$ cat config.mk
export PLATFORM = sky130hd
export DESIGN_NAME = padlock_input_conditioner
export DESIGN_NICKNAME = d
export VERILOG_FILES = /design/src/rtl/padlock_input_conditioner.sv
export SDC_FILE = /design/constraint.sdc
export NUM_CORES = 1
export LEC_CHECK = 0
export BUFFER_PORTS_ARGS = -buffer_cell sky130_fd_sc_hd__buf_2
export CAP_MARGIN = 0
export CORE_MARGIN = 2
export CORE_UTILIZATION = 35
export DETAILED_ROUTE_END_ITERATION = 8
export PLACE_DENSITY = 0.52
export SLEW_MARGIN = 20
export SYNTH_ARGS = -nofsm -noshare
export SYNTH_HDL_FRONTEND = slang
export SYNTH_SLANG_ARGS = --single-unit
$ cat constraint.sdc
create_clock -name clk -period 7.9 [get_ports clk]
set_input_delay 1.58 -clock clk [delete_from_list [all_inputs] [get_ports clk]]
set_output_delay 1.58 -clock clk [all_outputs]
set_load 0.01 [all_outputs]
$ cat src/rtl/padlock_input_conditioner.sv
// Input conditioner for the padlock core: synchronizes and debounces the
// raw key, clear and program inputs, then turns the debounced levels into
// single-cycle events and a one-hot key decode with conflict detection.
module padlock_input_conditioner #(
    parameter int N_KEYS      = 3,
    parameter int SYNC_STAGES = 2,
    parameter int DB_COUNT    = 50000,
    parameter int DB_WIDTH    = 16
) (
    input  logic              clk,
    input  logic              rst,
    input  logic [N_KEYS-1:0] key_raw,
    input  logic              clr_raw,
    input  logic              prog_raw,
    output logic [N_KEYS-1:0] key_level,
    output logic [N_KEYS-1:0] key_pulse,
    output logic              key_valid,
    output logic [1:0]        key_idx,
    output logic              key_conflict,
    output logic              clr_level,
    output logic              clr_pulse,
    output logic              prog_level,
    output logic              prog_toggle
);

    // Channel layout: keys occupy the low bits, then clear, then program.
    localparam int NCH     = N_KEYS + 2;
    localparam int CLR_CH  = N_KEYS;
    localparam int PROG_CH = N_KEYS + 1;
    localparam logic [DB_WIDTH-1:0] DB_LAST = DB_WIDTH'(DB_COUNT - 1);

    logic [NCH-1:0]      raw_bus;
    logic [NCH-1:0]      sync_p0 [SYNC_STAGES];
    logic [NCH-1:0]      synced_p0;
    logic [DB_WIDTH-1:0] db_cnt_p1 [NCH];
    logic [NCH-1:0]      level_p1;
    logic [NCH-1:0]      level_p2;

    logic [NCH-1:0]      rise_p1;
    logic [N_KEYS-1:0]   key_rise_p1;
    logic [N_KEYS-1:0]   key_held_p1;
    logic                key_valid_nx;
    logic                key_conflict_nx;
    logic [1:0]          key_idx_nx;

    // Number of keys set in a vector; used to tell single presses from chords.
    function automatic int count_ones(input logic [N_KEYS-1:0] v);
        int n;
        n = 0;
        for (int i = 0; i < N_KEYS; i++) begin
            if (v[i]) n++;
        end
        return n;
    endfunction

    assign raw_bus   = {prog_raw, clr_raw, key_raw};
    assign synced_p0 = sync_p0[SYNC_STAGES-1];

    // ---- stage p0: metastability synchronizer chain per channel ----
    always_ff @(posedge clk or posedge rst) begin
        if (rst) begin
            for (int s = 0; s < SYNC_STAGES; s++) begin
                sync_p0[s] <= '0;
            end
        end else begin
            sync_p0[0] <= raw_bus;
            for (int s = 1; s < SYNC_STAGES; s++) begin
                sync_p0[s] <= sync_p0[s-1];
            end
        end
    end

    // ---- stage p1: debounce; level flips only after DB_COUNT differing cycles ----
    always_ff @(posedge clk or posedge rst) begin
        if (rst) begin
            level_p1 <= '0;
            for (int c = 0; c < NCH; c++) begin
                db_cnt_p1[c] <= '0;
            end
        end else begin
            for (int c = 0; c < NCH; c++) begin
                if (synced_p0[c] == level_p1[c]) begin
                    db_cnt_p1[c] <= '0;
                end else if (db_cnt_p1[c] == DB_LAST) begin
                    level_p1[c]  <= synced_p0[c];
                    db_cnt_p1[c] <= '0;
                end else begin
                    db_cnt_p1[c] <= db_cnt_p1[c] + DB_WIDTH'(1);
                end
            end
        end
    end

    // Edge detection compares the current debounced level with its previous value.
    assign rise_p1     = level_p1 & ~level_p2;
    assign key_rise_p1 = rise_p1[N_KEYS-1:0];
    assign key_held_p1 = level_p1[N_KEYS-1:0] & level_p2[N_KEYS-1:0];

    // Key decode: a lone press with no other key held is legal; clear suppresses both strobes.
    always_comb begin
        key_valid_nx    = 1'b0;
        key_conflict_nx = 1'b0;
        key_idx_nx      = 2'd0;
        if (!level_p1[CLR_CH] && (count_ones(key_rise_p1) >= 1)) begin
            if ((count_ones(key_rise_p1) == 1) && (key_held_p1 == '0)) begin
                key_valid_nx = 1'b1;
                for (int i = 0; i < N_KEYS; i++) begin
                    if (key_rise_p1[i]) key_idx_nx = 2'(i);
                end
            end else begin
                key_conflict_nx = 1'b1;
            end
        end
    end

    // ---- stage p2: registered events and level history ----
    always_ff @(posedge clk or posedge rst) begin
        if (rst) begin
            level_p2     <= '0;
            key_pulse    <= '0;
            key_valid    <= 1'b0;
            key_idx      <= 2'd0;
            key_conflict <= 1'b0;
            clr_pulse    <= 1'b0;
            prog_toggle  <= 1'b0;
        end else begin
            level_p2     <= level_p1;
            key_pulse    <= key_rise_p1;
            key_valid    <= key_valid_nx;
            key_idx      <= key_idx_nx;
            key_conflict <= key_conflict_nx;
            clr_pulse    <= rise_p1[CLR_CH];
            prog_toggle  <= level_p1[PROG_CH] ^ level_p2[PROG_CH];
        end
    end

    assign key_level  = level_p1[N_KEYS-1:0];
    assign clr_level  = level_p1[CLR_CH];
    assign prog_level = level_p1[PROG_CH];

endmodule

==> run summary <==
Register area - 2728 um2
Post-Synthesis Cell Area - 4903 um2
Outcome - finished, final reports clean
Grt total ovfl - 0
Starting Density - 35.60%
Max Clk Rate - 382.2 MHz
Total Routing Usage GR - 13.27%
Antenna violations before repair - 0
CTS Buffer Depth - 2
Final Power - 1.068 mW
Antenna-violating nets left - 0
Drt drc - 0
Maximum VDD drop - 0.09767 mV
Routed vias/inst - 4.931
CTS sink count - 109
Sequential power share - 53.8%
Worst skew pair latency - 350 ps
DIE AREA - 14970 um2
Drt first-iter violations - 188
Mapped Cells - 459
Width of the die - 122.4 um
Crit path cell chain - buf_2
Clk slew on worst S/H paths - 80 ps
H-Tree Depth - 3
Synth Register Bits - 109
Critical Path Slowest Stage Cell - dfrtp_1
Fin crit period - 2616 ps
Power Dens Cells - 193.6 nW/um2
Tightest Pin Transition - 847.2 ps
Worst slew margin - 43.33%
Clk network pwr share - 43.4%
Via Count - 3309
Total CTS buffers - 9
Leak Pwr - 2.346 nW
Period utilization - 33.12%
Post-layout nets - 499
Sequential area share after synthesis - 55.63%
DIE HEIGHT - 122.4 um
Synth top area cells - dfrtp_1, xnor2_1, nor2_1, xor2_1, nand3_1
Number of detailed-route iterations in the first pass - 6
Vias in the first global route - 3237
Floorplan row count - 43
Largest net degree at the start of global routing - 82
Setup TNS - 0 ps
Pins Over Slew Limit - 0
Ant. Diodes - 0
Cell family with most CP delay - flip-flops
WP buf/inv - 1
Fin. Hold Viols - 0
Multi-input logic area - 2085 um2
Critical path type - flop to primary output
Area leader, netlist - dfrtp_1
First-pass GRT wire length - 15.63 mm
Crit path max fanout - 8
Port Buffers - 20
Max cap viols - 0
Placer Congestion - 0.7607
# hold bufs at CTS - 0
Slowest stage delay, CP - 490 ps
Switching Share - 22.66%
Critical Path End Type - primary output
# fillers - 1405
Clk Tree Root Cell - clkbuf_16
YS warnings - 0
Post_cts resized - 0
Int Pwr - 0.8256 mW
Sw Pwr - 0.2419 mW
Setup Buffers After CTS - 0
HP Class - flop to flop
Layout cells sized above 1 - 9.776%
Distinct cells, synth - 38
WP data required - 6320 ps
Syn_nets - 472
I/O Pins - 21
Syn avg cell area - 10.68 um2
Crit path launch type - flop
Final wirelength - 8.817 mm
Routed length per placed instance - 13.14 um
Skew final - 9.487 ps
CTS tree - done
Synth-to-layout area growth - 12.45%
Final HPWL DP - 5.940 mm
RSZ-0062 raised after global routing - no
Critical Path AT - 1040 ps
Core Area - 13770 um2
Synth top area share - 55.63%
Final setup vio count - 0
Combinational share of power - 2.8%
-- registers in the layout (all words and copies together), names as in the netlist --
register      flops
key_pulse         3
sync_p0           5
db_cnt_p1        80
key_idx           2
clr_pulse         1
key_conflict      1
level_p2          5
level_p1          5
key_valid         1
prog_toggle       1
synced_p0         5
-- cells by family (layout without fill, tap and decap cells) --
family                     count (synthesis)  after routing  share of synthesized area (%)
and+or+nand+nor                          232            232                          24.55
DFF                                      109            109                          55.63
xor gates and xnor gates                  75             75                          13.40
buffers and inverters                     22             54                          1.863
AOI/OAI and AO/OA                         10             10                          1.888
adders and majority gates                  6              6                          1.531
muxes                                      5              5                          1.148
-- synthesized netlist by cell type --
cell type / number
ha_1: 6
nand2_1: 19
xnor2_1: 53
or3_4: 1
xor2_1: 22
nand4_1: 23
clkbuf_1: 3
nand4_2: 1
o21ai_0: 1
and2_1: 2
or3_1: 1
nor2b_1: 3
and4_1: 3
nand3_4: 1
a21oi_1: 2
or2_4: 1
a221oi_1: 1
nor4_1: 21
buf_2: 1
and4bb_2: 2
nand2b_1: 2
nor3_1: 20
o41ai_4: 1
and3_1: 8
nand3_1: 30
inv_1: 17
nor4b_1: 1
nor2_1: 85
o211ai_1: 1
mux2_2: 5
or4_1: 1
dfrtp_1: 109
o32ai_1: 1
buf_6: 1
o31ai_1: 2
a222oi_1: 1
nor4bb_1: 6
and4b_1: 1
-- layer usage --
metal | vias up | GRT usage, % | part of all wire, %
li1 | 1643 | - | -
met1 | 1635 | 17.50 | 47
met2 | 21 | 20.73 | 48
met4 | 0 | 4.023 | 1.4
met5 | - | 0 | 0
met3 | 10 | 4.507 | 3.4
-- stage by stage --
step / std cells / util [%] / area [um2] / setup slack [ps] / hold WS [ps]
2_1_floorplan: 459 / - / 4903 / 3446 / 331.2
3_3_place_gp: 655 / 37.84 / 5211 / 4925 / 333.8
3_5_place_dp: 655 / 37.84 / 5211 / 4871 / 337.0
4_1_cts: 671 / 40.01 / 5510 / 5264 / 354.1
5_1_grt: 671 / 40.03 / 5514 / 5211 / 366.9
6_report: 671 / 40.03 / 5514 / 5284 / 351.3
-- cell type report --
class / instances / area share, %
Clock buffer: 11 / 4.221
Clock inverter: 5 / 1.203
Timing Repair Buffer: 21 / 2.020
Multi-Input combinational cell: 328 / 37.80
Tap cell: 180 / 4.084
Inverter: 17 / 1.203
Sequential cell: 109 / 49.47
-- worst paths after layout --
check	start	slack [ps]	to	depth (start not counted)
setup / recovery	level_p1[2]	5280	key_level[2]	1
hold / removal	sync_p0[8]	350	synced_p0[3]	0
setup reg to reg	level_p1[1]	5910	key_idx[0]	7
hold reg to reg	sync_p0[8]	350	synced_p0[3]	0
max in group asynchronous	rst	5660	db_cnt_p1[64]	3
min in group asynchronous	rst	1200	level_p1[4]	2
-- power by group through the flow --
stage	Clock (mW)	Combinational [mW]	Sequential (mW)
floorplan	0	0.0234	0.584
global placement	0	0.0308	0.585
detailed placement	0	0.0316	0.586
CTS	0.480	0.0316	0.574
global route	0.504	0.0365	0.576
finish	0.463	0.0300	0.574
-- cells in the final DEF (no fill, tap or decap), types with 2 or more instances in the layout --
cell type / count
inv_6: 2
and4_1: 3
nor2b_1: 3
xnor2_1: 53
nor4bb_1: 6
dfrtp_1: 109
buf_2: 20
clkbuf_16: 9
nand2_1: 19
nand4_1: 23
mux2_2: 5
nand3_1: 30
and4bb_2: 2
nor4_1: 21
xor2_1: 22
a21oi_1: 2
ha_1: 6
and2_1: 2
nor2_1: 85
nor3_1: 20
and3_1: 8
o31ai_1: 2
nand2b_1: 2
inv_1: 16
clkbuf_1: 2
Note: power is estimated with default switching activity, not from simulation.
